[src/rtl/fetch_if.sv]
// Fetch unit bus bundle: program-memory port, execute handshake, ALU flags and status.
`timescale 1ns/1ps

interface fetch_if;
    localparam int unsigned ADDR_W = 8;
    localparam int unsigned INSN_W = 16;

    logic [ADDR_W-1:0] pm_addr;
    logic              pm_req;
    logic              pm_ack;
    logic [INSN_W-1:0] pm_data;
    logic [INSN_W-1:0] k;
    logic              k_valid;
    logic              k_ready;
    logic              cl;
    logic              zl;
    logic              cf;
    logic              zf;
    logic              halted;
    logic              stk_err;

    // Fetch unit side
    modport master (
        output pm_addr, pm_req, k, k_valid, cf, zf, halted, stk_err,
        input  pm_ack, pm_data, k_ready, cl, zl
    );

    // Memory / ALU side
    modport slave (
        input  pm_addr, pm_req, k, k_valid, cf, zf, halted, stk_err,
        output pm_ack, pm_data, k_ready, cl, zl
    );
endinterface

[src/rtl/fetch_unit.sv]
// Instruction fetch / sequencing unit: fetches words from program memory,
// hands ALU-class instructions to the execute stage, resolves jumps,
// calls/returns and halts locally, and keeps the carry/zero flags.
// Optional feature: define CALL_STACK_EN to enable the 4-entry return stack
// (CALL/RET on opcode 0xC); without it 0xC is a NOP and stk_err is tied low.
`timescale 1ns/1ps

module fetch_unit (
    input  logic    clk,
    input  logic    rst,
    fetch_if.master bus
);
    localparam int unsigned PC_W      = 8;
    localparam int unsigned INSN_W    = 16;
    localparam int unsigned OP_W      = 4;
    localparam int unsigned STK_DEPTH = 4;
    localparam int unsigned STK_IDX_W = 2;
    localparam int unsigned DEPTH_W   = 3;

    typedef enum logic [1:0] {
        S_IDLE,
        S_FETCH,
        S_EXEC,
        S_HALT
    } state_e;

    state_e              state_q, state_d;
    logic [PC_W-1:0]     pc_q, pc_d;
    logic [INSN_W-1:0]   ir_q, ir_d;
    logic                cf_q, cf_d;
    logic                zf_q, zf_d;
    logic                pm_req_q, pm_req_d;
    logic                k_valid_q, k_valid_d;
    logic                halted_q, halted_d;

    logic [OP_W-1:0]     opcode;
    logic [PC_W-1:0]     pc_inc;
    logic                jump_taken;

`ifdef CALL_STACK_EN
    logic [PC_W-1:0]      stk_q [STK_DEPTH];
    logic [PC_W-1:0]      stk_d [STK_DEPTH];
    logic [DEPTH_W-1:0]   depth_q, depth_d;
    logic [STK_IDX_W-1:0] top_idx;
    logic                 stk_err_q, stk_err_d;
`endif

    // Instructions the execute stage consumes through the k handshake
    function automatic logic is_alu_op(input logic [OP_W-1:0] op);
        case (op)
            4'h0, 4'h1, 4'h2, 4'h3, 4'h4, 4'h5, 4'h8, 4'h9, 4'hA: is_alu_op = 1'b1;
            default:                                             is_alu_op = 1'b0;
        endcase
    endfunction

    assign opcode = ir_q[15:12];
    assign pc_inc = pc_q + PC_W'(1);

`ifdef CALL_STACK_EN
    assign top_idx = STK_IDX_W'(depth_q - DEPTH_W'(1));
`endif

    // Jump condition select from k[9:8] against the registered flags
    always_comb begin
        jump_taken = 1'b0;
        case (ir_q[9:8])
            2'b00:   jump_taken = 1'b1;
            2'b01:   jump_taken = zf_q;
            2'b10:   jump_taken = cf_q;
            default: jump_taken = ~zf_q;
        endcase
    end

    // Next-state and datapath update
    always_comb begin
        state_d = state_q;
        pc_d    = pc_q;
        ir_d    = ir_q;
        cf_d    = cf_q;
        zf_d    = zf_q;
`ifdef CALL_STACK_EN
        stk_d     = stk_q;
        depth_d   = depth_q;
        stk_err_d = stk_err_q;
`endif

        case (state_q)
            S_IDLE: begin
                state_d = S_FETCH;
            end

            S_FETCH: begin
                if (bus.pm_ack) begin
                    ir_d    = bus.pm_data;
                    state_d = S_EXEC;
                end
            end

            S_EXEC: begin
                case (opcode)
                    4'h0, 4'h1, 4'h2, 4'h3, 4'h4, 4'h5, 4'h8, 4'h9, 4'hA: begin
                        if (bus.k_ready) begin
                            pc_d    = pc_inc;
                            state_d = S_FETCH;
                            if (opcode != 4'hA) begin
                                cf_d = bus.cl;
                                zf_d = bus.zl;
                            end
                        end
                    end

                    4'hB: begin
                        pc_d    = jump_taken ? ir_q[7:0] : pc_inc;
                        state_d = S_FETCH;
                    end

                    4'hC: begin
`ifdef CALL_STACK_EN
                        if (!ir_q[8]) begin
                            // CALL: overflow halts with PC and stack untouched
                            if (depth_q == DEPTH_W'(STK_DEPTH)) begin
                                stk_err_d = 1'b1;
                                state_d   = S_HALT;
                            end else begin
                                stk_d[depth_q[STK_IDX_W-1:0]] = pc_inc;
                                depth_d = depth_q + DEPTH_W'(1);
                                pc_d    = ir_q[7:0];
                                state_d = S_FETCH;
                            end
                        end else begin
                            // RET: underflow halts with PC and stack untouched
                            if (depth_q == '0) begin
                                stk_err_d = 1'b1;
                                state_d   = S_HALT;
                            end else begin
                                pc_d    = stk_q[top_idx];
                                depth_d = depth_q - DEPTH_W'(1);
                                state_d = S_FETCH;
                            end
                        end
`else
                        pc_d    = pc_inc;
                        state_d = S_FETCH;
`endif
                    end

                    4'hF: begin
                        state_d = S_HALT;
                    end

                    default: begin
                        pc_d    = pc_inc;
                        state_d = S_FETCH;
                    end
                endcase
            end

            S_HALT: begin
                state_d = S_HALT;
            end

            default: begin
                state_d = S_IDLE;
            end
        endcase

        // Registered strobes follow the state being entered
        pm_req_d  = (state_d == S_FETCH);
        k_valid_d = (state_d == S_EXEC) && is_alu_op(ir_d[15:12]);
        halted_d  = (state_d == S_HALT);
    end

    // State register
    always_ff @(posedge clk or posedge rst) begin
        if (rst) begin
            state_q <= S_IDLE;
        end else begin
            state_q <= state_d;
        end
    end

    // PC, instruction, flags and output strobes
    always_ff @(posedge clk or posedge rst) begin
        if (rst) begin
            pc_q      <= '0;
            ir_q      <= '0;
            cf_q      <= 1'b0;
            zf_q      <= 1'b0;
            pm_req_q  <= 1'b0;
            k_valid_q <= 1'b0;
            halted_q  <= 1'b0;
        end else begin
            pc_q      <= pc_d;
            ir_q      <= ir_d;
            cf_q      <= cf_d;
            zf_q      <= zf_d;
            pm_req_q  <= pm_req_d;
            k_valid_q <= k_valid_d;
            halted_q  <= halted_d;
        end
    end

`ifdef CALL_STACK_EN
    // Return stack storage, depth and sticky fault
    always_ff @(posedge clk or posedge rst) begin
        if (rst) begin
            stk_q     <= '{default: '0};
            depth_q   <= '0;
            stk_err_q <= 1'b0;
        end else begin
            stk_q     <= stk_d;
            depth_q   <= depth_d;
            stk_err_q <= stk_err_d;
        end
    end

    assign bus.stk_err = stk_err_q;
`else
    assign bus.stk_err = 1'b0;
`endif

    assign bus.pm_addr = pc_q;
    assign bus.pm_req  = pm_req_q;
    assign bus.k       = ir_q;
    assign bus.k_valid = k_valid_q;
    assign bus.cf      = cf_q;
    assign bus.zf      = zf_q;
    assign bus.halted  = halted_q;

endmodule
[src/flat_wrapper.sv]
// flat-port wrapper written by rule: the top's interface ports become plain ports
module fetch_unit_flat 
  (clk, rst, bus_pm_addr, bus_pm_req, bus_k, bus_k_valid, bus_cf, bus_zf, bus_halted, bus_stk_err, bus_pm_ack, bus_pm_data, bus_k_ready, bus_cl, bus_zl);
  fetch_if bus_i ();
  input  logic clk;
  input  logic rst;
  output wire logic [$bits(bus_i.pm_addr)-1:0] bus_pm_addr;
  output wire logic [$bits(bus_i.pm_req)-1:0] bus_pm_req;
  output wire logic [$bits(bus_i.k)-1:0] bus_k;
  output wire logic [$bits(bus_i.k_valid)-1:0] bus_k_valid;
  output wire logic [$bits(bus_i.cf)-1:0] bus_cf;
  output wire logic [$bits(bus_i.zf)-1:0] bus_zf;
  output wire logic [$bits(bus_i.halted)-1:0] bus_halted;
  output wire logic [$bits(bus_i.stk_err)-1:0] bus_stk_err;
  input wire logic [$bits(bus_i.pm_ack)-1:0] bus_pm_ack;
  input wire logic [$bits(bus_i.pm_data)-1:0] bus_pm_data;
  input wire logic [$bits(bus_i.k_ready)-1:0] bus_k_ready;
  input wire logic [$bits(bus_i.cl)-1:0] bus_cl;
  input wire logic [$bits(bus_i.zl)-1:0] bus_zl;
  assign bus_pm_addr = bus_i.pm_addr;
  assign bus_pm_req = bus_i.pm_req;
  assign bus_k = bus_i.k;
  assign bus_k_valid = bus_i.k_valid;
  assign bus_cf = bus_i.cf;
  assign bus_zf = bus_i.zf;
  assign bus_halted = bus_i.halted;
  assign bus_stk_err = bus_i.stk_err;
  assign bus_i.pm_ack = bus_pm_ack;
  assign bus_i.pm_data = bus_pm_data;
  assign bus_i.k_ready = bus_k_ready;
  assign bus_i.cl = bus_cl;
  assign bus_i.zl = bus_zl;
  fetch_unit u_core (.clk(clk), .rst(rst), .bus(bus_i));
endmodule
[config.mk]
export PLATFORM = sky130hd
export DESIGN_NAME = fetch_unit_flat
export DESIGN_NICKNAME = d
export VERILOG_FILES = /design/src/rtl/fetch_if.sv /design/src/rtl/fetch_unit.sv /design/src/flat_wrapper.sv
export SDC_FILE = /design/constraint.sdc
export NUM_CORES = 1
export LEC_CHECK = 0
export CORE_MARGIN = 2
export CORE_UTILIZATION = 40
export DETAILED_ROUTE_END_ITERATION = 10
export GPL_TIMING_DRIVEN = 0
export PLACE_DENSITY = 0.75
export SLEW_MARGIN = 10
export SYNTH_ARGS = -nofsm -noshare
export SYNTH_HDL_FRONTEND = slang
export SYNTH_SLANG_ARGS = --single-unit
[constraint.sdc]
create_clock -name clk -period 1.6 [get_ports clk]
set_input_delay 0.4 -clock clk [delete_from_list [all_inputs] [get_ports clk]]
set_output_delay 0.4 -clock clk [all_outputs]
set_load 0.005 [all_outputs]
==> Yosys cells after proc, flatten, opt, wreduce, memory -nomap -nowiden <==
Memories as Yosys holds them, arrays and structs flattened.
Index checks and enable logic that the tools add are counted.
{ "word_totals": {"register_bits": 31, "latchBits": 0, "ram_bits": 0, "romBits": 16, "input_bits": 22, "output_inout_bits": 30, "word_cells": 51, "mem_count": 1} }
{ "memory_table": {"columns": ["name", "depth", "word_bits", "rd", "rd_clocked_by_memory_dff", "wr", "line_no", "text"], "rows": [
  ["(no name shown)", 16, 1, 1, 0, 0, "fetch_unit.sv:50", "case (op)"]
]} }
{ "op_classes": {"n_addsub": 1, "n_mul": 0, "div": 0, "magnitude_cmp": 0, "n_eq_ne": 20, "shifts": 0, "n_mux": 10, "bitwise": 2, "n_reduce_logical": 8} }
{ "ops": {"columns": ["op", "count"], "rows": [
  ["$mux W16", 2],
  ["$pmux W8 S3", 1],
  ["$eq A4 B4 Y1 const B", 5],
  ["$mux W8", 2],
  ["$eq A2 B2 Y1 const B", 5],
  ["$reduce_or A9 Y1", 1],
  ["$add A8 B1 Y8 const B", 1],
  ["$eq A4 B2 Y1 const B", 2],
  ["$eq A4 B3 Y1 const B", 2],
  ["$pmux W2 S4", 1],
  ["$eq A2 B1 Y1 const B", 3],
  ["$eq A4 B1 Y1 const B", 1],
  ["$logic_not A2 Y1", 2],
  ["$logic_not A4 Y1", 1],
  ["$mux W2", 2],
  ["$ne A4 B4 Y1 const B", 1],
  ["$pmux W2 S2", 1],
  ["$reduce_and A4 Y1", 1],
  ["$pmux W1 S3", 1],
  ["$reduce_and A3 Y1", 1],
  ["$ne A2 B2 Y1 const B", 1],
  ["$not A1 Y1", 2],
  ["$reduce_and A2 Y1", 1],
  ["$logic_and A1 B1 Y1", 1]
]} }

==> Logic depth before layout (Yosys ltp) <==
{ "depth": {"depth_word": 6, "mapped_depth": 6, "ltp_nobuf": 5} }

==> Least setup slack after synthesis <==
No wires, ideal clock.
{ "synth_timing": {"path_kind": "register to register", "start": "register u_core.ir_q[14] (netlist: u_core.bus.k[14])", "end": "register u_core.cf_q (netlist: u_core.bus.cf)", "setup_time_ns": 0.125, "t_arrival_ns": 1.398, "t_required_ns": 1.475, "slack_ns": 0.077, "path_stages_with_launch": 4, "path_cell_list": "dfrtp_1 > maj3_1 > nor3b_1 > mux2_2"} }
{ "synth_between": {"elab_chain_len": 3, "word_cells_on_any_way": 12, "classes_between": "eq/ne (9); reduce/logical (3)"} }
{ "synth_rtl": {"columns": ["element", "line_no", "text"], "rows": [
  ["start: declaration", "fetch_unit.sv:29", "logic [INSN_W-1:0] ir_q, ir_d;"],
  ["start signal: assignment", "fetch_unit.sv:194", "ir_q <= ir_d;"],
  ["$eq A4 B1 Y1, or another cell as far along", "fetch_unit.sv:100", "case (opcode)"],
  ["$reduce_or A9 Y1", "fetch_unit.sv:100", null],
  ["$reduce_and A4 Y1 (no source line) (*)", null, null],
  ["end signal: assignment", "fetch_unit.sv:187", "cf_q <= 1'b0;"],
  ["end signal: assignment", "fetch_unit.sv:195", "cf_q <= cf_d;"],
  ["end: declaration", "fetch_unit.sv:30", "logic cf_q, cf_d;"]
]} }
Mark *: on every way between the ends. The rest lies on a longest branch, timed or not.
A chain may end at the register's enable or synchronous reset.

==> Worst setup path in the final report <==
{ "layout_timing": {"start": "register u_core.ir_q[13] (netlist: u_core.bus.k[13])", "end": "register u_core.pc_q[4] (netlist: u_core.bus.pm_addr[4])"} }
{ "layout_between": {"elab_chain_len": 4, "word_cells_on_any_way": 16, "classes_between": "eq/ne (11); mux (1); bitwise (1); reduce/logical (3)"} }
{ "layout_rtl": {"columns": ["element", "line_no", "text"], "rows": [
  ["$eq A4 B1 Y1, or another cell as far along", "fetch_unit.sv:100", null],
  ["$reduce_or A9 Y1", "fetch_unit.sv:100", null],
  ["$ne A2 B2 Y1 (no source line)", null, null],
  ["$reduce_and A3 Y1 (no source line)", null, null],
  ["end signal: assignment", "fetch_unit.sv:193", "pc_q <= pc_d;"],
  ["end: declaration", "fetch_unit.sv:28", "logic [PC_W-1:0] pc_q, pc_d;"]
]} }
Parallel ways exist; a longest one is shown, timed or not.

==> impl_metrics.ini <==
[floorplanning]
die_h_um = 65.3
core_area_um2 = 3630
die_area_um2 = 4260
rows = 22
initial_core_util = 0.414
die_w_um = 65.3
num_io_pins = 52

[clocking]
htree_levels = 2
clk_pin_slew_ns = 0.06
cts_buffers = 5
cts.path.max_buffers = 2
clock-sinks = 31
root_buffer = clkbuf_8
worstSkewPairLatency_ns = 0.28
cts_tree = done

[timing]
relSlewSlack = 0.546
max_freq_mhz = 631
finalSetupViolCount = 0
finalHoldViolCount = 0
fin_crit_sh = 0.990
tightest_slew_ns = 0.679
clock_skew_ns = 0.00979
finalCriticalPeriod_ns = 1.58
rsz0062_at_grt = yes
slew_violations = 0

[synthesis]
yosys_warnings = 0
synth-main-ff-cell = dfrtp_1
syn_area_um2 = 1500
synth_nets = 144
synthArstFlopShare = 1.00
yosysSeqAreaShare = 0.516
yosys-top-cells-area = dfrtp_1, mux2_2, mux2i_1, inv_1, a21oi_2
synth_edf_count = 0
synth_area_per_cell_um2 = 12.4
synth_largest_area_cell = dfrtp_1
netlist_instances = 121
netlist.area_leader.share = 0.516
synth-seq-cells = 31
synth.most_common_cell = dfrtp_1
synth.distinct_cells = 35
synth_common_cells = dfrtp_1, mux2_2, inv_1, mux2i_1

[global_routing]
met2_usage = 0.288
first_global_vias = 1208
grt_pass1_wl_um = 5680
met3_usage = 0.0462
antenna_found_initial = 0
met1_usage = 0.213
grt_use_total = 0.178
grt-ovfl-total = 0
grt-busiest-layer = met2
grt_max_degree = 32

[setup_path]
rrSetupSlack_ns = 0.02
worstSetupPathType = reg2reg
cp-startpoint = u_core.bus.k[13]
cp_data_required_time_ns = 1.74
timing.rr.end = u_core.bus.pm_addr[4]
worst_setup_path_start_kind = register
r2r_start = u_core.bus.k[13]
crit_fanout = 6
crit_arrival_ns = 1.73
cp-end-kind = register
endpoint = u_core.bus.pm_addr[4]
r2r_cells = 6

[detailed_routing]
vias_per_cell = 5.14
drc_errors = 0
drtIter0Drc = 110
ant_nets = 0
first_pass_iters = 4
wl_per_cell_um = 15.1
via_count = 1286
wl_um = 3770

[finish]
drive_gt1_frac = 0.351
layout.nets = 224
synthToLayoutAreaGrowth_pct = 60.5
diodes = 0
final_util = 0.664

[hold_path]
hold_start = u_core.bus.k[11]
min_path_type = reg2reg

[power]
leakage_nw = 1.13
p_total_w = 0.00395
ir_drop_mv = 0.884
cellPowerDensity_nw_per_um2 = 1640

[status]
status = completed

[place]
dp_hpwl_um = 2460
gp_congestion = 0.811
portBuffers = 50

[job]
maxCapViolations = 0
-- stage by stage --
stage / setup slack (ns) / setup TNS [ns] / cells / area, µm² / hold slack, ns
floorplan: 0.0773 / 0 / 121 / 1500 / 0.504
global placement: -0.294 / -10.63 / 219 / 2060 / 0.488
detailed placement: -0.308 / -13.25 / 219 / 2060 / 0.498
CTS: 0.00130 / 0 / 240 / 2270 / 0.516
global route: -0.0226 / -0.105 / 250 / 2410 / 0.526
finish: 0.0157 / 0 / 250 / 2410 / 0.511
-- area by class of cell --
cell class | count | area (µm²)
plain buffers | 4 | 38.8
clock buffers | 6 | 72.6
clock inverters | 2 | 12.5
fillers | 285 | 1220
inverters | 10 | 41.3
multi-input cells | 76 | 709
flip-flops and latches | 31 | 782
well taps | 48 | 60.1
repair buffers | 73 | 696
-- cell usage in the layout (no fill, tap or decap), types with 2 or more instances in the layout --
cell type / n
a21o_1: 2
a21oi_1: 2
a21oi_2: 4
a2bb2oi_1: 3
buf_4: 23
clkbuf_8: 5
clkdlybuf4s50_1: 42
clkinvlp_4: 2
dfrtp_1: 26
dfrtp_2: 5
dlygate4sd2_1: 4
dlymetal6s2s_1: 4
inv_1: 9
mux2_2: 16
mux2i_1: 9
nand2_1: 5
nand2b_1: 3
nand3_1: 4
nand4_1: 3
nor2_1: 3
o21ai_0: 2
-- metal layers --
metal,part of all wire,up-vias,wire [µm]
met5,0,-,0
met4,0.024,0,89
met3,0.044,7,166
met2,0.52,47,1970
met1,0.41,639,1550
li1,-,593,-
-- how the worst min path moves through the flow --
stage,endpoint,slack [ns],cells after the start
final,u_core.bus.k[11],0.51,1
after global placement,u_core.bus.k[11],0.49,1
after CTS,u_core.bus.k[11],0.52,1
after floorplan,u_core.bus.cf,0.50,1
after detailed placement,u_core.bus.k[10],0.50,1
after global routing,u_core.bus.k[11],0.53,1
-- state kept, by name, indices dropped and copies added (netlist names) --
name and cells:
u_core.bus.cf 1, u_core.bus.pm_addr 8, u_core.state_q 2, u_core.bus.k_valid 1, u_core.bus.zf 1, u_core.bus.halted 1
u_core.bus.k 16, u_core.bus.pm_req 1
-- power breakdown --
group | switching, W | internal (W) | total, W
logic | 0.000770 | 0.00122 | 0.00199
registers | 0.000254 | 0.00112 | 0.00137
clock network | 0.000283 | 0.000303 | 0.000586
-- cell families after synthesis --
group	count (synthesis)	synth area share
buffers and inverters	14	0.0458
adder cells (fa/ha/maj)	2	0.0150
multiplexers	25	0.180
other	1	0.00250
AND/OR/NAND/NOR	26	0.108
AO/OA/AOI/OAI	22	0.132
flip-flops	31	0.516
-- what timing repair did --
action | 4_1_cts | 5_1_grt
endpoints found under the hold margin | 0 | 0
gates resized for setup | 10 | 14
pin swaps | 1 | 1
setup buffers | 13 | 9
endpoints found under the setup margin | 20 | 16
hold buffers | 0 | 0
cloned | 0 | 1
-- critical path: stages, from the launching register on --
cell and delay (ns):
dfrtp_2 0.44, o21a_2 0.28, o31ai_4 0.24, or2_4 0.21, buf_8 0.12, a21oi_2 0.03
a2bb2oi_1 0.12
Power figures use the tool's default switching activity.
